## src/rtl/pc_sequencer.sv

```systemverilog
// Program-counter sequencer with trap/stall/redirect priority and a circular
// return-address stack that overwrites its oldest entry when full.
module pc_sequencer #(
   parameter int               WIDTH        = 32,
   parameter logic [WIDTH-1:0] RESET_VECTOR = 32'h00003000,
   parameter logic [WIDTH-1:0] TRAP_VECTOR  = 32'h00004180,
   parameter int               STEP         = 4,
   parameter int               RAS_DEPTH    = 4
) (
   input  logic                             clock,
   input  logic                             reset,
   input  logic                             stall,
   input  logic                             trap,
   input  logic                             redirectValid,
   input  logic [WIDTH-1:0]                 redirectTarget,
   input  logic                             isCall,
   input  logic                             isReturn,
   output logic [WIDTH-1:0]                 pcValue,
   output logic [WIDTH-1:0]                 pcNext,
   output logic [$clog2(RAS_DEPTH+1)-1:0]   rasCount,
   output logic                             rasOverflow,
   output logic                             rasUnderflow
);

   localparam int CW = $clog2(RAS_DEPTH+1);
   localparam int PW = (RAS_DEPTH > 1) ? $clog2(RAS_DEPTH) : 1;

   logic [WIDTH-1:0] stack [0:RAS_DEPTH-1];
   logic [PW-1:0]    wrPtr;
   logic [PW-1:0]    topPtr;
   logic [PW-1:0]    wrPtrInc;
   logic [WIDTH-1:0] seqPc;
   logic             active;
   logic             doPush;
   logic             doPop;
   logic             doUnder;
   logic             full;

   // wrPtr is the next free slot; the top entry sits one below it, modulo depth.
   always_comb begin
      seqPc    = pcValue + WIDTH'(STEP);
      topPtr   = (wrPtr == '0) ? PW'(RAS_DEPTH-1) : wrPtr - PW'(1);
      wrPtrInc = (wrPtr == PW'(RAS_DEPTH-1)) ? '0 : wrPtr + PW'(1);
      full     = (rasCount == CW'(RAS_DEPTH));
      active   = !trap && !stall;
      doPop    = active && isReturn && (rasCount != '0);
      doUnder  = active && isReturn && (rasCount == '0);
      doPush   = active && redirectValid && isCall && !isReturn;
   end

   always_comb begin
      pcNext = seqPc;
      if (trap)
         pcNext = TRAP_VECTOR;
      else if (stall)
         pcNext = pcValue;
      else if (isReturn)
         pcNext = (rasCount != '0) ? stack[topPtr] : redirectTarget;
      else if (redirectValid)
         pcNext = redirectTarget;
   end

   always_ff @(posedge clock or negedge reset) begin
      if (!reset) begin
         pcValue      <= RESET_VECTOR;
         rasCount     <= '0;
         wrPtr        <= '0;
         rasOverflow  <= 1'b0;
         rasUnderflow <= 1'b0;
      end else begin
         pcValue      <= pcNext;
         rasOverflow  <= doPush && full;
         rasUnderflow <= doUnder;
         if (doPush) begin
            wrPtr <= wrPtrInc;
            if (!full)
               rasCount <= rasCount + CW'(1);
         end else if (doPop) begin
            wrPtr    <= topPtr;
            rasCount <= rasCount - CW'(1);
         end
      end
   end

   // Entry contents are only visible through rasCount, so they carry no reset.
   always_ff @(posedge clock) begin
      if (doPush)
         stack[wrPtr] <= seqPc;
   end

endmodule

```

## config.mk

```make
export PLATFORM = sky130hd
export DESIGN_NAME = pc_sequencer
export DESIGN_NICKNAME = d
export VERILOG_FILES = /design/src/rtl/pc_sequencer.sv
export SDC_FILE = /design/constraint.sdc
export NUM_CORES = 1
export LEC_CHECK = 0
export CAP_MARGIN = 20
export CORE_MARGIN = 10
export CORE_UTILIZATION = 59
export CTS_CLUSTER_SIZE = 10
export DETAILED_ROUTE_END_ITERATION = 16
export MAX_ROUTING_LAYER = met4
export PLACE_DENSITY = 0.88
export SKIP_CTS_REPAIR_TIMING = 1
export SLEW_MARGIN = 10
export SYNTH_ARGS = -nofsm -noshare
export SYNTH_HDL_FRONTEND = slang
export SYNTH_SLANG_ARGS = --single-unit
```

## constraint.sdc

```tcl
create_clock -name clock -period 5.8 [get_ports clock]
set_clock_uncertainty 0.05 [all_clocks]
set_input_delay 1.16 -clock clock [delete_from_list [all_inputs] [get_ports clock]]
set_output_delay 1.16 -clock clock [all_outputs]
set_load 0.02 [all_outputs]
```

Word-level counts from Yosys, hierarchy flattened
Memory sizes are Yosys's and may differ from the RTL's.
Index checks and enable logic that the tools add are counted.
{"block": "word_totals", "ff_bits": 39, "latch_bits": 0, "ramBits": 128, "rom_bits": 0, "in_bits": 39, "output_inout_bits": 69, "elab_cells": 44, "mem_count": 1}
{"block": "classes", "n_addsub": 5, "n_mul": 0, "div_mod_pow": 0, "magnitude_cmp": 0, "eq_ne": 3, "shifts": 0, "n_mux": 14, "bitwise": 0, "n_reduce_logical": 16}
{"name": "stack", "depth": 4, "word_bits": 32, "read_ports": 1, "rd_ports_with_merged_regs": 0, "write_ports": 1, "line": "28", "text": "logic [WIDTH-1:0] stack [0:RAS_DEPTH-1];"}
{"operator": "$mux W32", "n": 5}
{"operator": "$add A32 B3 Y32 const B", "n": 1}
{"operator": "$mux W3", "n": 3}
{"operator": "$logic_and A1 B1 Y1", "n": 8}
{"operator": "$mux W2", "n": 4}
{"operator": "$add A3 B1 Y3 const B", "n": 1}
{"operator": "$eq A3 B3 Y1 const B", "n": 1}
{"operator": "$logic_not A1 Y1", "n": 3}
{"operator": "$logic_not A3 Y1", "n": 1}
{"operator": "$reduce_bool A3 Y1", "n": 1}
{"operator": "$sub A3 B1 Y3 const B", "n": 1}
{"operator": "$add A2 B1 Y2 const B", "n": 1}
{"operator": "$eq A2 B2 Y1 const B", "n": 1}
{"operator": "$logic_not A2 Y1", "n": 1}
{"operator": "$mux W1", "n": 2}
{"operator": "$ne A2 B2 Y1 const B", "n": 1}
{"operator": "$reduce_and A2 Y1", "n": 1}
{"operator": "$reduce_bool A2 Y1", "n": 1}
{"operator": "$sub A2 B1 Y2 const B", "n": 1}

Depth between registers and ports, before layout
{"block": "logic_depth", "word_depth": 7, "ltp_mapped": 9, "mapped_depth_nobuf": 7}

Worst setup path before layout
No wires, ideal clock.
{"block": "synth_path", "path_kind": "input-to-output", "from": "input port redirectValid", "to": "output port pcNext[0]", "arrival_time_ns": 2.718, "t_required_ns": 4.590, "slack_ns": 1.872, "cell_stages": 6, "path_cell_list": "buf_2 nor2b_1 a21oi_1 clkbuf_1 o221ai_1 o21ai_0"}
{"block": "synth_via", "elab_chain_len": 4}
{"item": "start, declared", "line": "14", "text": "input logic redirectValid,"}
{"item": "$mux W32", "line": "59", "text": "else if (redirectValid)"}
{"item": "$mux W32", "line": "57", "text": "else if (isReturn)"}
{"item": "$mux W32", "line": "55", "text": "else if (stall)"}
{"item": "$mux W32", "line": "53", "text": "if (trap)"}
{"item": "end, declared", "line": "19", "text": "output logic [WIDTH-1:0] pcNext,"}
Every way passes these cells.

Final worst setup path
{"block": "layout_path", "from": "input port isReturn", "to": "output port pcNext[6]"}
{"block": "layout_via", "elab_chain_len": 3}
{"item": "start, declared", "line": "17", "text": "input logic isReturn,"}
{"item": "$mux W32", "line": "57"}
{"item": "$mux W32", "line": "55"}
{"item": "$mux W32", "line": "53"}
Every way passes these cells.

==> impl_metrics.json <==
{
  "outcome": "complete, no violations",
  "postRouteAntennaNets": 0,
  "power_density_nw_per_um2": 404,
  "worstPathRequired_ps": 4590,
  "postSynthCellCount": 574,
  "fmax_mhz": 188,
  "numPortBuffers": 107,
  "place_congestion": 0.911,
  "async_reset_ff_frac": 0.234,
  "hold_path_end": "pcValue[31]",
  "n_antenna_cell": 0,
  "critPathKind": "in2out",
  "vias": 5806,
  "cp_cell_sequence": "clkdlybuf4s50_1 -> buf_4 -> nor2b_1 -> a21oi_1 -> buf_4 -> o22ai_1 -> or3_1 -> a21oi_1 -> clkdlybuf4s50_1",
  "overflow": 0,
  "cts_tree": "yes",
  "maxCapViolCount": 0,
  "antenna_found_initial": 0,
  "ys_ff_latch": 167,
  "stdcell_area_sq_um": 9730,
  "synth_top_cell_area_share": 0.485,
  "multi_input_area_sq_um": 2820,
  "synth_nets": 619,
  "hold_violations": 0,
  "die_area_sq_um": 18500,
  "insertion_delay_ps": 430,
  "die_w_microns": 136,
  "p_leak_nw": 3.41,
  "layout-drive-gt1-share": 0.158,
  "ff2ff_path_depth": 7,
  "grt_use_total": 0.256,
  "crit_fanout": 22,
  "yosysWarnings": 0,
  "cts_root_buffer": "clkbuf_16",
  "min-delay-start": "pcValue[31]",
  "arrival_ps": 4110,
  "fin_ws_ps": 479,
  "pin_count": 108,
  "rsz0062_at_grt": "no",
  "cts_buffers": 17,
  "fin_crit_sh": 0.917,
  "layout_common_cells": "128 x edfxtp_1, 106 x clkdlybuf4s50_1, 37 x dfrtp_1",
  "finalSetupViolCount": 0,
  "hold_depth": 1,
  "synth_area_per_cell_sq_um": 13.8,
  "hold_path_class": "reg2reg",
  "worstMarginPinSlew_ps": 977,
  "dp_slack_ps": 585,
  "cts_max_level": 4,
  "endpoint_kind": "output port",
  "cp_top_family": "buffers and inverters",
  "routed_wl_microns": 22700,
  "grt_max_degree": 40,
  "slew_headroom": 0.349,
  "reg2reg_slack_ps": 2840,
  "ys_seq_area_frac": 0.608,
  "start_util": 0.601,
  "cts.sinks": 167,
  "synth.distinct_cells": 67,
  "clock_path_buffers": 2,
  "reg2reg_from": "wrPtr[0]",
  "ys.flop_type": "edfxtp_1",
  "core_sq_um": 13200,
  "synth_edf_count": 128,
  "slowest_stage": "clkdlybuf4s50_1",
  "place_inst": 836,
  "ir_worst_vdd_uv": 257,
  "synth_area_leaders": "edfxtp_1 48%, dfrtp_1 12%, mux4_2 9.1%",
  "wl_per_cell_microns": 26.1,
  "fin_crit_ps": 5320,
  "slew_viol_final": 0,
  "dp_hpwl_microns": 15400,
  "final-seq-area_sq_um": 4820,
  "critical_path_buf_inv_count": 4,
  "placed_area_sq_um": 9170,
  "dr.first_iter.drc_count": 874,
  "grt_pass1_vias": 5788,
  "drc": 0,
  "syn_area_sq_um": 7930,
  "nets": 724,
  "synth_top_cell_by_area": "edfxtp_1",
  "r2r-end": "pcValue[27]",
  "fillCellCount": 828,
  "firstDrtPassIters": 8,
  "slowest_delay_ps": 660,
  "mostFrequentLayoutCell": "edfxtp_1",
  "cp-start-kind": "input pin",
  "setup_tns_ps": 0,
  "routed_via_density": 6.69,
  "fin_cells": 868,
  "areaGrowthSynthToFinish_pct": 22.8,
  "rows": 42,
  "worst_setup_hold_path_clk_slew_ps": 60,
  "grt_first_pass_wirelength_microns": 34600,
  "p_total_mw": 3.94,
  "die_y_microns": 136
}
## area by class of cell
type                            instances  area share
Inverter                               20     0.00771
Multi-Input combinational cell        347       0.289
Clock buffer                           22      0.0510
Sequential cell                       167       0.495
Clock inverter                         10     0.00694
Tap cell                              176      0.0226
Timing Repair Buffer                  126       0.127
## per-layer routing
layer,track usage,part of all wire,up-vias
met4,0.0822,0.023,0
met3,0.0535,0.094,50
li1,-,-,2457
met5,-,0,-
met1,0.320,0.38,2893
met2,0.410,0.51,406
## synthesized netlist by cell type (5+ instances only)
cell      number
nor3_1         8
a31oi_1        8
nand3_1       15
nor4_1         5
o22ai_1        8
o21ai_0       26
a21oi_1       36
inv_1         19
o21a_1         6
xor2_1         9
nand2b_1       5
buf_2         11
nor2_1        29
mux4_2        32
and3_1         9
and2_1         8
nand2_1       26
o31ai_1        6
xnor2_1       20
o221ai_1       9
edfxtp_1     128
or3_1          7
ha_1           5
clkbuf_1      20
dfrtp_1       37
o221a_2       10
buf_6          6
## per-stage QoR
stage,hold WS [ps],utilization
after floorplan,468,-
after global placement,493,0.695
after detailed placement,496,0.695
after CTS,513,0.738
after global routing,556,0.738
final,516,0.738
## registers in the layout, summed over array words and instances (netlist names)
signal / count
pcValue: 32
rasCount: 3
rasOverflow: 1
rasUnderflow: 1
stack: 128
wrPtr: 2
## how the worst max path moves through the flow
stage                        from   endpoint  slack, ps  cells after the start
finish                   isReturn  pcNext[6]        480                      9
CTS                      isReturn  pcNext[6]        520                      9
global route             isReturn  pcNext[6]        390                      9
global placement         isReturn  pcNext[6]        750                      9
floorplan           redirectValid  pcNext[0]       1870                      6
detailed placement       isReturn  pcNext[6]        580                      9
## power by group
part | total (mW) | switching, mW | internal (mW)
Sequential | 1.52 | 0.122 | 1.40
Combinational | 1.35 | 0.710 | 0.639
Clock | 1.07 | 0.460 | 0.608
Total | 3.94 | 1.29 | 2.65
## cell families (layout without fill, tap and decap cells)
| kind of cell | count (synthesis) | after routing | share of synthesized area |
|---|---|---|---|
| flops | 167 | 167 | 0.608 |
| compound gates | 137 | 137 | 0.119 |
| simple gates | 137 | 137 | 0.0945 |
| buf+inv | 60 | 178 | 0.0372 |
| mux | 38 | 38 | 0.0988 |
| xor+xnor | 29 | 29 | 0.0320 |
| fa+ha+maj | 6 | 6 | 0.0104 |
Power figures use the tool's default switching activity.
